**src/rtl/decode_pkg.sv**
```systemverilog
// -----------------------------------------------------------------------------
// decode_pkg
// Shared definitions for the decode/execute core:
//   - opcode values (OP_NOP .. OP_HALT) and the reserved opcode window
//   - register indices R0..R3
//   - control state enum {FILL, RUN, HALT}
//   - instruction field slice positions
//   - small decode helper functions
// -----------------------------------------------------------------------------
package decode_pkg;

    // Instruction word width and field positions
    localparam int INSTR_W = 8;
    localparam int OPC_MSB = 7;
    localparam int OPC_LSB = 4;
    localparam int RD_MSB  = 3;
    localparam int RD_LSB  = 2;
    localparam int RS_MSB  = 1;
    localparam int RS_LSB  = 0;
    localparam int TGT_MSB = 3;
    localparam int TGT_LSB = 0;

    // Opcodes
    localparam logic [3:0] OP_NOP  = 4'h0;
    localparam logic [3:0] OP_INC  = 4'h1;
    localparam logic [3:0] OP_ADD  = 4'h2;
    localparam logic [3:0] OP_SUB  = 4'h3;
    localparam logic [3:0] OP_MOV  = 4'h4;
    localparam logic [3:0] OP_AND  = 4'h5;
    localparam logic [3:0] OP_XOR  = 4'h6;
    localparam logic [3:0] OP_RSV_LO = 4'h7;
    localparam logic [3:0] OP_RSV_HI = 4'hB;
    localparam logic [3:0] OP_JMP  = 4'hC;
    localparam logic [3:0] OP_JZ   = 4'hD;
    localparam logic [3:0] OP_JNZ  = 4'hE;
    localparam logic [3:0] OP_HALT = 4'hF;

    // Register indices
    localparam logic [1:0] R0 = 2'd0;
    localparam logic [1:0] R1 = 2'd1;
    localparam logic [1:0] R2 = 2'd2;
    localparam logic [1:0] R3 = 2'd3;

    // Control state
    typedef enum logic [1:0] {
        FILL = 2'd0,
        RUN  = 2'd1,
        HALT = 2'd2
    } state_e;

    // Opcodes that write a register and update the zero flag
    function automatic logic is_alu_op(input logic [3:0] op);
        return (op >= OP_INC) && (op <= OP_XOR);
    endfunction

    // Opcodes reserved for future use
    function automatic logic is_reserved(input logic [3:0] op);
        return (op >= OP_RSV_LO) && (op <= OP_RSV_HI);
    endfunction

endpackage

```
**src/rtl/regfile_4x8.sv**
```systemverilog
// -----------------------------------------------------------------------------
// regfile_4x8
// Four DATA_W-bit registers, asynchronously cleared by rst_i.
// Two combinational read ports (A, B) and one synchronous write port.
// Ports:
//   clk_i, rst_i            clock, async active-high reset
//   ra_addr_i / ra_data_o   read port A
//   rb_addr_i / rb_data_o   read port B
//   wr_en_i, wr_addr_i,     write port, committed at the rising edge
//   wr_data_i
// -----------------------------------------------------------------------------
module regfile_4x8 #(
    parameter int DATA_W = 8
) (
    input  logic              clk_i,
    input  logic              rst_i,
    input  logic [1:0]        ra_addr_i,
    output logic [DATA_W-1:0] ra_data_o,
    input  logic [1:0]        rb_addr_i,
    output logic [DATA_W-1:0] rb_data_o,
    input  logic              wr_en_i,
    input  logic [1:0]        wr_addr_i,
    input  logic [DATA_W-1:0] wr_data_i
);

    logic [DATA_W-1:0] regs_q [4];

    // Register storage with async clear and single write port
    always_ff @(posedge clk_i or posedge rst_i) begin
        if (rst_i) begin
            for (int i = 0; i < 4; i++) begin
                regs_q[i] <= '0;
            end
        end else if (wr_en_i) begin
            regs_q[wr_addr_i] <= wr_data_i;
        end
    end

    // Combinational read ports
    always_comb begin
        ra_data_o = regs_q[ra_addr_i];
        rb_data_o = regs_q[rb_addr_i];
    end

endmodule

```
**src/rtl/decode_exec.sv**
```systemverilog
// -----------------------------------------------------------------------------
// decode_exec
// Two-stage decode/execute core sitting at the consumer end of the fetch ROM.
//   Stage 1: IR <= instruction, tagged with the shadow copy of the fetch PC.
//   Stage 2: decode IR and execute against a 4 x DATA_W register file and a
//            zero flag; branches are resolved here and squash the single
//            wrong-path fetch that is already in flight.
// HALT keeps the fetch PC frozen by branching to its own address every cycle.
//
// Optional build macro: DECODE_ILLEGAL_TRAP_EN
//   defined   - reserved opcodes 7..B halt like HALT and set the sticky
//               `illegal` output
//   undefined - reserved opcodes are NOPs and `illegal` does not exist
//
// Ports:
//   clk            system clock, rising edge
//   rst            async active-high reset
//   instruction    fetched word: [7:4] opcode, [3:2] rd, [1:0] rs, [3:0] target
//   branch         comb; fetch PC loads branchaddress at the next edge
//   branchaddress  branch target, 0 when branch=0
//   reg_wr_en      register-file write strobe (comb, stage 2)
//   reg_wr_addr    write index
//   reg_wr_data    write data
//   zero           registered zero flag
//   halted         high while in HALT
//   illegal        (macro only) sticky reserved-opcode trap flag
// -----------------------------------------------------------------------------
module decode_exec
    import decode_pkg::*;
#(
    parameter int DATA_W = 8,
    parameter int PC_W   = 4
) (
    input  logic              clk,
    input  logic              rst,
    input  logic [7:0]        instruction,
    output logic              branch,
    output logic [PC_W-1:0]   branchaddress,
    output logic              reg_wr_en,
    output logic [1:0]        reg_wr_addr,
    output logic [DATA_W-1:0] reg_wr_data,
    output logic              zero,
    output logic              halted
`ifdef DECODE_ILLEGAL_TRAP_EN
    ,
    output logic              illegal
`endif
);

    // ---------------------------------------------------------------- state
    state_e            state_q, state_d;
    logic [PC_W-1:0]   pc_q, pc_d;            // shadow of the fetch ROM's PC
    logic [INSTR_W-1:0] ir_q;
    logic [PC_W-1:0]   ir_pc_q;
    logic              ir_valid_q, ir_valid_d;
    logic              zero_q, zero_d;
    logic [PC_W-1:0]   halt_pc_q, halt_pc_d;  // address the core spins on in HALT

    // ---------------------------------------------------------------- decode
    logic [3:0]        op_s;
    logic [1:0]        rd_s, rs_s;
    logic [PC_W-1:0]   tgt_s;
    logic              exec_s;
    logic              halt_hit_s;
    logic [DATA_W-1:0] rd_val_s, rs_val_s;
    logic [DATA_W-1:0] alu_res_s;
    logic              alu_wr_s;

    assign op_s  = ir_q[OPC_MSB:OPC_LSB];
    assign rd_s  = ir_q[RD_MSB:RD_LSB];
    assign rs_s  = ir_q[RS_MSB:RS_LSB];
    assign tgt_s = ir_q[PC_W-1:0];

    // Stage 2 only acts on a live (non-squashed) instruction while running
    assign exec_s = ir_valid_q && (state_q == RUN);

`ifdef DECODE_ILLEGAL_TRAP_EN
    logic illegal_q, illegal_d;
    assign halt_hit_s = exec_s && ((op_s == OP_HALT) || is_reserved(op_s));
    assign illegal    = illegal_q;
`else
    assign halt_hit_s = exec_s && (op_s == OP_HALT);
`endif

    regfile_4x8 #(
        .DATA_W (DATA_W)
    ) u_rf (
        .clk_i     (clk),
        .rst_i     (rst),
        .ra_addr_i (rd_s),
        .ra_data_o (rd_val_s),
        .rb_addr_i (rs_s),
        .rb_data_o (rs_val_s),
        .wr_en_i   (reg_wr_en),
        .wr_addr_i (reg_wr_addr),
        .wr_data_i (reg_wr_data)
    );

    // ALU: modulo-2^DATA_W arithmetic, carry/borrow dropped
    always_comb begin
        alu_res_s = '0;
        case (op_s)
            OP_INC:  alu_res_s = rd_val_s + DATA_W'(1);
            OP_ADD:  alu_res_s = rd_val_s + rs_val_s;
            OP_SUB:  alu_res_s = rd_val_s - rs_val_s;
            OP_MOV:  alu_res_s = rs_val_s;
            OP_AND:  alu_res_s = rd_val_s & rs_val_s;
            OP_XOR:  alu_res_s = rd_val_s ^ rs_val_s;
            default: alu_res_s = '0;
        endcase
        alu_wr_s = exec_s && is_alu_op(op_s);
    end

    // ------------------------------------------------------------------ FSM
    // FSM state register
    always_ff @(posedge clk or posedge rst) begin
        if (rst) begin
            state_q <= FILL;
        end else begin
            state_q <= state_d;
        end
    end

    // FSM next-state logic; HALT is left only through rst
    always_comb begin
        state_d = state_q;
        case (state_q)
            FILL: state_d = RUN;
            RUN: begin
                if (halt_hit_s) begin
                    state_d = HALT;
                end else begin
                    state_d = RUN;
                end
            end
            HALT:    state_d = HALT;
            default: state_d = FILL;
        endcase
    end

    // FSM outputs: branch resolution, write strobe, halted
    always_comb begin
        branch        = 1'b0;
        branchaddress = '0;
        reg_wr_en     = alu_wr_s;
        reg_wr_addr   = rd_s;
        reg_wr_data   = alu_res_s;
        halted        = 1'b0;
        case (state_q)
            HALT: begin
                // Spin on the HALT's own address so fetch stays frozen
                branch        = 1'b1;
                branchaddress = halt_pc_q;
                halted        = 1'b1;
                reg_wr_en     = 1'b0;
            end
            RUN: begin
                if (halt_hit_s) begin
                    // Branch to self already in the executing cycle so the
                    // fetch PC never runs past the HALT
                    branch        = 1'b1;
                    branchaddress = ir_pc_q;
                end else if (exec_s) begin
                    case (op_s)
                        OP_JMP: begin
                            branch        = 1'b1;
                            branchaddress = tgt_s;
                        end
                        OP_JZ: begin
                            if (zero_q) begin
                                branch        = 1'b1;
                                branchaddress = tgt_s;
                            end else begin
                                branch        = 1'b0;
                            end
                        end
                        OP_JNZ: begin
                            if (!zero_q) begin
                                branch        = 1'b1;
                                branchaddress = tgt_s;
                            end else begin
                                branch        = 1'b0;
                            end
                        end
                        default: branch = 1'b0;
                    endcase
                end else begin
                    branch = 1'b0;
                end
            end
            FILL:    branch = 1'b0;
            default: branch = 1'b0;
        endcase
    end

    // ------------------------------------------------------------- datapath
    // Next-state for shadow PC, IR valid, zero flag and HALT address
    always_comb begin
        // Mirror the fetch ROM's PC exactly so ir_pc names the IR's address
        if (branch) begin
            pc_d = branchaddress;
        end else begin
            pc_d = pc_q + PC_W'(1);
        end
        // A branch at this edge squashes the wrong-path word being latched
        if (branch || (state_q == HALT)) begin
            ir_valid_d = 1'b0;
        end else begin
            ir_valid_d = 1'b1;
        end
        if (alu_wr_s) begin
            zero_d = (alu_res_s == '0);
        end else begin
            zero_d = zero_q;
        end
        if (halt_hit_s) begin
            halt_pc_d = ir_pc_q;
        end else begin
            halt_pc_d = halt_pc_q;
        end
`ifdef DECODE_ILLEGAL_TRAP_EN
        illegal_d = illegal_q | (exec_s && is_reserved(op_s));
`endif
    end

    // Pipeline and flag registers
    always_ff @(posedge clk or posedge rst) begin
        if (rst) begin
            pc_q       <= '0;
            ir_q       <= '0;
            ir_pc_q    <= '0;
            ir_valid_q <= 1'b0;
            zero_q     <= 1'b0;
            halt_pc_q  <= '0;
        end else begin
            pc_q       <= pc_d;
            ir_q       <= instruction;
            ir_pc_q    <= pc_q;
            ir_valid_q <= ir_valid_d;
            zero_q     <= zero_d;
            halt_pc_q  <= halt_pc_d;
        end
    end

`ifdef DECODE_ILLEGAL_TRAP_EN
    // Sticky trap flag, cleared only by rst
    always_ff @(posedge clk or posedge rst) begin
        if (rst) begin
            illegal_q <= 1'b0;
        end else begin
            illegal_q <= illegal_d;
        end
    end
`endif

    assign zero = zero_q;

endmodule

```
**config.mk**
```make
export PLATFORM = sky130hd
export DESIGN_NAME = decode_exec
export DESIGN_NICKNAME = d
export VERILOG_FILES = /design/src/rtl/decode_pkg.sv /design/src/rtl/regfile_4x8.sv /design/src/rtl/decode_exec.sv
export SDC_FILE = /design/constraint.sdc
export NUM_CORES = 1
export LEC_CHECK = 0
export CORE_ASPECT_RATIO = 1.25
export CORE_MARGIN = 2
export CORE_UTILIZATION = 50
export DETAILED_ROUTE_END_ITERATION = 8
export PLACE_DENSITY = 0.77
export SYNTH_ARGS = -nofsm -noshare
export SYNTH_HDL_FRONTEND = slang
export SYNTH_SLANG_ARGS = --single-unit
export TNS_END_PERCENT = 1
```
**constraint.sdc**
```tcl
create_clock -name clk -period 5 [get_ports clk]
set_input_delay 1 -clock clk [delete_from_list [all_inputs] [get_ports clk]]
set_output_delay 1 -clock clk [all_outputs]
set_load 0.01 [all_outputs]
```
== Yosys cells after proc, flatten, opt, wreduce, memory -nomap -nowiden ==
Cells that the tools add are included.
Storage, ports and cells
  flip-flop bits (word level): 56
  input bits: 10
  output and inout port bits: 18
  logic and storage cells: 72
Operators by class
  add/subtract/negate cells: 4
  $lt $le $gt $ge: 5
  equal/unequal tests: 12
  muxes and demuxes: 28
  bitwise logic cells: 4
  reduce and logical (&&, ||, !) cells: 8
Operators with widths (count)
  8-bit one-hot mux with 6 select lines: 1
  8-bit 2-to-1 mux: 5
  8-bit binary-select mux with 2-bit select: 2
  32-bit bitwise mux: 1
  4-bit 2-to-1 mux: 5
  8-bit demux with 2-bit select: 1
  4-bit equality test (second input constant): 4
  4-bit by 3-bit equality test with 1-bit output (second input constant): 3
  4-bit one-hot mux with 3 select lines: 1
  8-bit by 1-bit adder with 8-bit output (second input constant): 1
  8-bit adder: 1
  8-bit AND: 1
  4-bit by 2-bit equality test with 1-bit output (second input constant): 2
  8-bit zero test: 1
  4-bit one-hot mux with 2 select lines: 1
  8-bit subtractor: 1
  8-bit bitwise XOR: 1
  1-bit 2-to-1 mux: 7
  3-bit greater-or-equal comparator (second input constant): 2
  2-bit NOT with 3-bit output: 2
  2-bit one-hot mux with 3 select lines: 1
  1-bit logical AND: 5
  4-bit by 1-bit adder with 4-bit output (second input constant): 1
  4-bit by 1-bit equality test with 1-bit output (second input constant): 1
  other kinds (10): 10

== Depth between registers and ports, before layout ==
  word-level depth: 7
  depth in mapped cells: 15
  depth with buffers taken out: 14

== By module ==
Synthesis repeated with hierarchy kept, for this count alone.
Second synthesis, totals
  cell total of the unflattened synthesis: 309
  area total of the unflattened synthesis: 3524.6 um^2
By module, submodules not included
  decode_exec: instances 1, cells an instance 220, area an instance 1930.6 um^2, seq. area each 600.6 um^2
  regfile_4x8: instances 1, cells an instance 89, area an instance 1594.0 um^2, seq. area each 800.8 um^2

== Worst setup path after synthesis ==
OpenSTA, ideal clock, no wires.
  kind: reg2out
  start: register ir_q[0]
  end: output port reg_wr_data[7]
  arrival time: 3.539 ns
  setup slack: 0.461 ns
  cell stages (with the launch flop): 15
  path buffers: 1
  path through: dfrtp_1 buf_6 mux4_1 inv_1 ha_1 nor2b_1 a211oi_1 ha_1 nor2b_1 o31ai_1 a21oi_1 or3_1 and4bb_2 o31a_1 inv_1
Between the ends
  longest elaborated chain between the ends: 6
Ends and longest elaborated chain
  start, declared: RTL line decode_exec.sv:53  | logic [INSTR_W-1:0] ir_q;
  start signal, assigned: RTL line decode_exec.sv:237  | ir_q <= instruction;
  2-bit NOT with 3-bit output (implied by the code) *: RTL line regfile_4x8.sv:42  | rb_data_o = regs_q[rb_addr_i];
  8-bit binary-select mux with 2-bit select *: RTL line regfile_4x8.sv:42
  8-bit 2-to-1 mux (implied by the code) * (2 in series): RTL line regfile_4x8.sv:42
  8-bit subtractor, or another cell as far along: RTL line decode_exec.sv:105  | OP_SUB: alu_res_s = rd_val_s - rs_val_s;
  8-bit one-hot mux with 6 select lines *: RTL line decode_exec.sv:102  | case (op_s)
  end, declared: RTL line decode_exec.sv:41  | output logic [DATA_W-1:0] reg_wr_data,
Every way passes the cells marked *; elsewhere a longest branch is shown, timed or not. The select of a mux whose other input is x is not followed.

== Final worst setup path ==
Same ends and word-level chain as after synthesis.

==> impl_metrics.csv <==
group,metric,value,unit
run_status,outcome,"finished clean",
die,coreArea,6849,sq um
drt,drtPass1Iterations,4,
place,preCtsSetupSlack,-0.01473,ns
worst_setup_path,crit_arrival,3.86,ns
timing,rsz0062_at_grt,"yes",
clocking,cts_hold_buffers,0,
layout,area_growth,17.50,%
worst_setup_path,cp-end-kind,"output port",
pwr,vdd_drop_max,371.4,uV
timing,hold_viol,0,
pwr,power,2.230,mW
clocking,ctsRootBufferMaster,"clkbuf_8",
worst_hold_path,hp-class,"reg -> reg",
layout,utilization,59.85,%
place,dp_cells,474,
timing,worstMarginPinSlew,1.108,ns
worst_setup_path,critical_path_class,"reg -> out",
die,num_io_pins,28,
die,initial_core_util,50.93,%
timing,finalCritPeriodShare,97.25,%
drt,ant_nets,0,
timing,relSlewSlack,26.00,%
yosys,synth_warnings,0,
timing,clock_skew,0.003365,ns
yosys,syn-instance-count,353,
global_route,grt_pass1_vias,2837,
drt,vias_per_cell,5.775,
clocking,cts_tree,"done",
yosys,synth_edf_count,0,
clocking,cts_buffers,5,
drt,drc_errors,0,
timing,fmax,205.7,MHz
die,fp.dieH,97.39,microns
clocking,clock_path_buffers,2,
layout,drive_gt1_share,13.42,%
global_route,antenna_found_initial,0,
clocking,cts_sinks,56,
place,gp_congestion,0.9342,
global_route,grt_start_max_net_pins,57,
yosys,ys_async_sr_fraction,100.0,%
yosys,yosysSeqAreaShare,40.17,%
worst_setup_path,start_kind,"flip-flop",
layout,insertedDiodeCount,0,
layout,instances_no_fill,485,
timing,worst_slack,0.1375,ns
global_route,grt.total_usage,22.19,%
yosys,synth.largest_area_cell,"dfrtp_1",
drt,drt_iter0_drc,205,
clocking,h-tree-depth,2,
place,dpl_cell_area,3916,sq um
clocking,clk_pin_slew,0.09,ns
worst_setup_path,r2r_end,"zero",
drt,wire_per_inst,16.34,microns
place,dpl.hpwl,5961,microns
worst_setup_path,r2r_cells,15,
yosys,yosys-top-cells-area,"dfrtp_1 40%, ha_1 7.2%, mux4_2 7.1%",
worst_setup_path,cp.required,4.00,ns
die,rows,34,
yosys,netlist.area_leader.share,40.17,%
yosys,ys_types,54,
yosys,synthFlopType,"dfrtp_1",
drt,totalWireLength,7924,microns
worst_setup_path,reg2reg_from,"ir_q[0]",
pwr,p_per_area,544.1,nW/um^2
layout,layout.nets,425,
timing,report.final.slew_viol_count,0,
die,dieArea,7665,sq um
worst_hold_path,hold_path_end,"ir_pc_q[3]",
worst_setup_path,cp_max_fo,3,
flow_run,maxCapViolations,0,
pwr,leakagePower,1.851,nW
die,die_w,78.71,microns
worst_hold_path,whs_path_depth,0,
yosys,syn_area,3488,sq um
timing,finalSetupViolCount,0,
worst_hold_path,min_from,"pc_q[3]",
global_route,overflow,0,
yosys,syn_nets,384,
yosys,synth_seq_cells,56,
drt,vias,2801,
global_route,grt_pass1_wl,13490,microns
layout,nFillCells,562,
place,portBuffers,27,
layout,fin_area,4099,sq um
yosys,syn-mean-instance-area,9.882,sq um
worst_setup_path,r2r_setup_slack,1.30,ns
timing,fin_crit,4.862,ns
clocking,clock_latency,0.30,ns
worst max-delay path, stage by stage (launching register included):
cell and delay [ns]:
dfrtp_1 0.37, buf_4 0.13, mux4_2 0.50, inv_1 0.08
ha_1 0.22, nor2b_1 0.13, a211oi_2 0.19, ha_1 0.26
nor2b_1 0.15, o31ai_2 0.28, a21oi_2 0.11, or3_1 0.33
and4bb_2 0.25, o31a_1 0.25, inv_1 0.06, dlygate4sd2_1 0.25
state kept, by name (all words and copies together) (netlist names):
register     count
halt_pc_q        4
u_rf.regs_q     32
pc_q             4
ir_pc_q          4
state_q          2
zero             1
ir_valid_q       1
ir_q             8
placed cells by master, fill, tap and decap left out, drive strengths merged, types with 2 or more instances in the layout:
| master | Yosys | layout |
|---|---|---|
| ha | 20 | 20 |
| o21a | 2 | 2 |
| nor3 | 7 | 7 |
| nor2b | 6 | 6 |
| clkbuf | 5 | 7 |
| a22o | 2 | 2 |
| a31oi | 6 | 6 |
| clkdlybuf4s50 | 0 | 25 |
| xnor2 | 4 | 4 |
| o21bai | 4 | 4 |
| mux4 | 16 | 16 |
| a22oi | 6 | 6 |
| o31a | 2 | 2 |
| a21oi | 46 | 46 |
| o21ai | 10 | 10 |
| nor2 | 50 | 50 |
| nand3 | 7 | 7 |
| inv | 22 | 22 |
| nand2 | 21 | 21 |
| a211oi | 6 | 6 |
| and3 | 6 | 6 |
| nor3b | 3 | 3 |
| xor2 | 5 | 5 |
| a221oi | 2 | 2 |
| buf | 10 | 22 |
| nor4 | 3 | 3 |
| dfrtp | 56 | 56 |
| nand2b | 5 | 5 |
| o22ai | 2 | 2 |
| a21o | 2 | 2 |
report_power, final:
part           switching [mW]  internal [mW]
Sequential              0.139          0.646
Combinational           0.578          0.559
Clock                   0.133          0.177
Total                   0.849           1.38
worst max-delay path by stage:
| stage | start | endpoint | slack, ns | cells after the start |
|---|---|---|---|---|
| 2_1_floorplan | ir_q[0] | reg_wr_data[7] | 0.46 | 14 |
| 3_3_place_gp | ir_q[0] | reg_wr_data[7] | 0.05 | 14 |
| 3_5_place_dp | ir_q[0] | reg_wr_data[7] | -0.01 | 14 |
| 4_1_cts | ir_q[0] | reg_wr_data[7] | 0.03 | 15 |
| 5_1_grt | u_rf.regs_q[8] | reg_wr_data[7] | -0.09 | 14 |
| 6_report | ir_q[0] | reg_wr_data[7] | 0.14 | 15 |
cells in the mapped netlist, types with 4 or more instances:
cell,count
o21ai_0,9
a31oi_1,6
dfrtp_1,56
mux4_2,11
nand2_1,21
xor2_1,5
ha_1,20
o21bai_1,4
buf_6,4
inv_1,22
clkbuf_1,4
a21oi_1,46
a211oi_1,6
nor2_1,50
nand2b_1,5
and3_1,6
a22oi_1,6
mux4_1,5
nor2b_1,6
xnor2_1,4
nor3_1,7
nand3_1,7
per-stage QoR:
| step | hold WS, ns | TNS (ns) |
|---|---|---|
| 6_report | 0.4019 | 0 |
| 5_1_grt | 0.4270 | -0.1713 |
| 4_1_cts | 0.4048 | 0 |
| 3_5_place_dp | 0.3840 | -0.01473 |
| 3_3_place_gp | 0.3784 | 0 |
| 2_1_floorplan | 0.3718 | 0 |
final cells by class:
type                       count  area (sq um)  share of cell area [%]
clock buffer                   7         96.34                   2.350
clock inverter                 1         30.03                  0.7326
inverter                      22         82.58                   2.015
multi-input combinational    260          1936                   47.22
sequential                    56          1401                   34.19
tap                           90         112.6                   2.747
timing repair buffer          49         440.4                   10.74
per-layer routing:
metal	global-route usage (%)	routed length, microns	part of all wire, %	vias up
met5	0	0	0	-
li1	-	-	-	1357
met1	29.39	3304	42	1371
met4	7.962	110	1.4	0
met3	2.045	298	3.8	8
met2	37.87	4210	53	65
kinds of logic (layout without fill, tap and decap cells):
group,count (synthesis),after routing,share of synthesized area (%)
AOI/OAI and AO/OA,97,97,17.07
xor gates and xnor gates,9,9,2.260
adders and majority gates,21,21,7.748
buffers and inverters,37,79,5.165
DFF,56,56,40.17
muxes,17,17,11.16
and+or+nand+nor,116,116,16.43
what timing repair did:
item	in CTS	in global routing
endpoints found under the setup margin	2	5
pin swaps	3	2
resized for setup	6	4
hold endpoints to repair	0	0
setup buffers	1	2
Power figures use the tool's default switching activity.
